===== config.mk =====
export PLATFORM = sky130hd
export DESIGN_NAME = serial_subtractor
export DESIGN_NICKNAME = d
export VERILOG_FILES = /design/src/rtl/arith_pkg.sv /design/src/rtl/half_sub.sv /design/src/rtl/serial_subtractor.sv
export SDC_FILE = /design/constraint.sdc
export NUM_CORES = 1
export LEC_CHECK = 0
export ABC_AREA = 1
export BUFFER_PORTS_ARGS = -buffer_cell sky130_fd_sc_hd__buf_4
export CAP_MARGIN = 20
export CORE_MARGIN = 3
export CORE_UTILIZATION = 55
export CTS_CLUSTER_SIZE = 8
export DETAILED_ROUTE_END_ITERATION = 10
export GPL_ROUTABILITY_DRIVEN = 0
export PLACE_DENSITY = 0.81
export SLEW_MARGIN = 20
export SYNTH_ARGS = -nofsm -noshare
export SYNTH_HDL_FRONTEND = slang
export SYNTH_SLANG_ARGS = --single-unit
export TNS_END_PERCENT = 50

===== constraint.sdc =====
create_clock -name clk -period 3.2 [get_ports clk]
set_input_delay 0.48 -clock clk [delete_from_list [all_inputs] [get_ports clk]]
set_output_delay 0.48 -clock clk [all_outputs]
set_load 0.02 [all_outputs]

===== src/rtl/arith_pkg.sv =====
// Shared definitions for the bit-serial arithmetic blocks: FSM encodings and default width.
package arith_pkg;

  localparam int unsigned DEFAULT_WIDTH = 8;

  localparam logic [1:0] ST_IDLE = 2'd0;
  localparam logic [1:0] ST_RUN  = 2'd1;
  localparam logic [1:0] ST_DONE = 2'd2;

endpackage


===== src/rtl/half_sub.sv =====
// Combinational half subtractor; two of these plus an OR form a full-subtract cell.
module half_sub (
  input  logic a,
  input  logic b,
  output logic diff,
  output logic borrow
);

  assign diff   = a ^ b;
  assign borrow = ~a & b;

endmodule


===== src/rtl/serial_subtractor.sv =====
// Bit-serial unsigned subtractor: a - b, LSB first, one bit per clock with a registered borrow.
module serial_subtractor
  import arith_pkg::*;
#(
  parameter int unsigned WIDTH = DEFAULT_WIDTH
) (
  input  logic             clk,
  input  logic             rst_n,
  input  logic             start,
  input  logic [WIDTH-1:0] a,
  input  logic [WIDTH-1:0] b,
  output logic             busy,
  output logic             done,
  output logic [WIDTH-1:0] diff,
  output logic             borrow
);

  localparam int unsigned CW = $clog2(WIDTH + 1);
  localparam logic [CW-1:0] LAST_CNT = CW'(WIDTH - 1);

  logic [1:0]       state_q, state_d;
  logic [CW-1:0]    cnt_q;
  logic [WIDTH-1:0] a_q, b_q, diff_q;
  logic             bflop_q, borrow_q;
  logic             accept, last_bit;
  logic             d0, bo0, d_bit, bo1, bout;

  half_sub u_hs0 (
    .a      (a_q[0]),
    .b      (b_q[0]),
    .diff   (d0),
    .borrow (bo0)
  );

  half_sub u_hs1 (
    .a      (d0),
    .b      (bflop_q),
    .diff   (d_bit),
    .borrow (bo1)
  );

  assign bout = bo0 | bo1;

  // A start is honoured in IDLE and in DONE (back-to-back), never during RUN.
  assign accept   = start && (state_q != ST_RUN);
  assign last_bit = (cnt_q == LAST_CNT);

  always_comb begin
    state_d = state_q;
    if (accept) begin
      state_d = ST_RUN;
    end else begin
      case (state_q)
        ST_RUN:  if (last_bit) state_d = ST_DONE;
        ST_DONE: state_d = ST_IDLE;
        default: state_d = ST_IDLE;
      endcase
    end
  end

  always_ff @(posedge clk or negedge rst_n) begin
    if (!rst_n) begin
      state_q  <= ST_IDLE;
      cnt_q    <= '0;
      a_q      <= '0;
      b_q      <= '0;
      diff_q   <= '0;
      bflop_q  <= 1'b0;
      borrow_q <= 1'b0;
    end else begin
      state_q <= state_d;
      if (accept) begin
        a_q     <= a;
        b_q     <= b;
        cnt_q   <= '0;
        bflop_q <= 1'b0;
      end else if (state_q == ST_RUN) begin
        a_q     <= a_q >> 1;
        b_q     <= b_q >> 1;
        diff_q  <= {d_bit, diff_q[WIDTH-1:1]};
        cnt_q   <= cnt_q + CW'(1);
        bflop_q <= bout;
        if (last_bit) borrow_q <= bout;
      end
    end
  end

  assign busy   = (state_q == ST_RUN);
  assign done   = (state_q == ST_DONE);
  assign diff   = diff_q;
  assign borrow = borrow_q;

endmodule


==> results.md <==
- Post-Synth Adder-Cell Area: 2.32%
- Number of synthesized flops with an enable pin: 0
- Max-slew headroom: 59.1%
- Initial core utilization: around three fifths
- Root buffer cell: clkbuf_4
- Clk slew on worst S/H paths: around 0.10 ns
- Chip height: around 57 µm
- Maximum clock frequency: between 0.4 and 0.5 GHz
- Total CTS buffers: 5
- Crit Path Category: flop to output port
- Worst setup SP type: flop
- Vias/cell: around 5.4
- Final cycle utilization of the critical path: roughly 64%
- Hold_buf cts: 0
- Post_cts resized: 0
- Final-report max-slew violation count: 0
- Largest family of logic cells by synthesized area: simple AND/OR/NAND/NOR gates
- Core Region: between 0.002 and 0.0025 mm²
- Number of distinct library cells after synthesis: 17
- GR Util All Layers: a little under a fifth
- Synth Net Count: roughly 180
- Synthesized area: about 0.0014 mm²
- Detail Placement HPWL: around 1.9 mm
- Status: completed
- Sw power: around 670 µW
- Placed Cells: about 210
- Area Overhead vs Synth: 19.0%
- Share of layout cells above drive strength 1: just over 20%
- CP Data Arrival Time: roughly 1.6 ns
- Worst Hold Class: input pin to async pin
- Setup Buffers After CTS: 0
- CTS tree: yes
- Post-Synth XOR/XNOR Area: 0%
- Htree depth: 2
- Register area share after synthesis: a little under three fifths
- Final number of setup-violating endpoints: 0
- First-pass DRT Iterations: 5
- Syn avg cell area: 8.78 µm²
- Most frequent cells after synthesis: nand2_1 (54), dfrtp_1 (32), nand3_1 (31)
- Die footprint: between 0.003 and 0.004 mm²
- Max cap viols: 0
- Final nets: 211
- Power per Cell Area: around 970 mW/mm²
- Clock Latency Late Sink: between 0.3 and 0.4 ns
- Mapped Cells: 160
- Crit path max fanout: 28
- IO Pins: 30
- Most frequent cell after synthesis: nand2_1
- Via count: 1176
- Die W: ~57 µm
- WL final: between 2 and 3 mm
- Final hold violations: 0
- Largest area contributor in the netlist: dfrtp_1
- Rows: 17
- Lkg Pwr: approximately 0.88 nW
- Logic pwr share: between 40% and 50%
- Share of total power in sequential cells: a little over two fifths
- Slew at the pin closest to its max-slew limit: 0.612 ns
- Worst Path Required: roughly 2.7 ns
- IO buf count: 29
- Non-Filler Instances: between 200 and 250
- Largest cells by area after synthesis: dfrtp_1 (57%), nand2_1 (14%), nand3_1 (11%)
- Pin count of the biggest net entering global routing: 33
- Peak VDD IR: roughly 0.79 mV
- Post-synth ARST share: 100%
- First-pass GRT wire length: roughly 4.7 mm
- Clock power frac: roughly 15%
- RSZ-0062 raised after global routing: false
- Diode count: 0
- DRC: 0
- Number of global-route vias before repair: 1142
- Wire length per cell: roughly 12 µm
- Dominant synthesized flop cell: dfrtp_1
- Kind of end point of the critical path: output port
- Post-route ant nets: 0
- Synth warn: 0
- Maximum clock path buffer count: 2
- Flops & latches, synth: 32
- Clk sinks: 32
- Post-Synth Simple-Gate Area: ~29%
- Synth Area in Compound Gates: around 4.7%
- P_int: ~950 µW
- Number of DRC markers in iteration 0: 24
- Sw Ratio: 41.4%
- TNS Setup: 0 ns
- Min cycle time layout: a little over 2 ns
- Yosys top cell area share: between 50% and 60%
- Worst clock skew: around 0.0065 ns
- Proportion of synthesized area in mux cells: 0%
- Grt ovf: 0
- Initial antenna violation count: 0
## critical path: stages, from the launching register on
cell and delay (ns):
dfrtp_1 0.43, inv_2 0.07, nor2_4 0.48, buf_4 0.25
## path summary, 6_finish.rpt
kind	startpoint	to	slack (ns)	cells after the start
worst max-delay path	state_q[0]	busy	1.15	3
worst min-delay path	rst_n	diff[3]	0.06	1
worst max register to register	state_q[0]	b_q[1]	1.69	5
worst min register to register	a_q[7]	a_q[7]	0.48	2
max in group asynchronous	rst_n	b_q[1]	2.85	1
min in group clk	b[4]	b_q[4]	0.34	3
## cells by family after synthesis
| kind of cell | count (synthesis) |
|---|---|
| AOI/OAI and AO/OA | 13 |
| adders and majority gates | 2 |
| buffers and inverters | 20 |
| DFF | 32 |
| and+or+nand+nor | 93 |
## power by group through the flow
stage / clock network, mW / logic, mW / registers [mW]
after floorplan: 0 / 0.449 / 0.744
after global placement: 0 / 0.665 / 0.689
after detailed placement: 0 / 0.690 / 0.698
after CTS: 0.244 / 0.692 / 0.692
after global routing: 0.264 / 0.772 / 0.716
final: 0.240 / 0.685 / 0.690
## cell usage in the layout (no fill, tap or decap)
master    synthesis  routed
dfrtp_1          32      32
inv_1            13      13
buf_4             1      29
nor2_1            4       4
o21ai_0          11      11
clkbuf_1          0       2
fa_1              1       1
nor2_4            2       2
nand4_1           1       1
nand2_1          54      54
clkbuf_4          0       5
inv_2             1       1
o22ai_1           1       1
nand2_2           1       1
nand3_1          31      31
ha_1              1       1
clkbuf_8          0       1
a21oi_1           1       1
## cell type report
class	count	area (µm²)
flip-flops and latches	32	801
well taps	28	35.0
repair buffers	29	218
fillers	178	647
inverters	14	52.6
multi-input cells	108	507
clock buffers	8	58.8
## per-stage QoR
step / setup slack [ns] / power [mW] / instance area [µm²] / util (%) / hold slack (ns)
after CTS: 1.14 / 1.63 / 1670 / 72.1 / 0.0743
after detailed placement: 1.52 / 1.39 / 1610 / 69.6 / 0.435
final: 1.15 / 1.61 / 1670 / 72.1 / 0.0647
after floorplan: 1.92 / 1.19 / 1410 / - / 0.184
after global routing: 1.05 / 1.75 / 1670 / 72.1 / 0.0804
after global placement: 1.55 / 1.35 / 1610 / 69.6 / 0.431
## registers in the layout, indices dropped and copies added (netlist names)
register	flops
a_q	8
b_q	8
bflop_q	1
borrow	1
cnt_q	4
diff	8
state_q	2
## per-layer routing
layer | track usage [%] | up-vias | wire length, µm
met5 | 0 | - | 0
met4 | 10.2 | 0 | 26
met3 | 5.06 | 4 | 199
met2 | 31.8 | 50 | 1340
met1 | 22.1 | 549 | 1140
li1 | - | 573 | -
No activity file was read; power rests on OpenSTA's default activity.
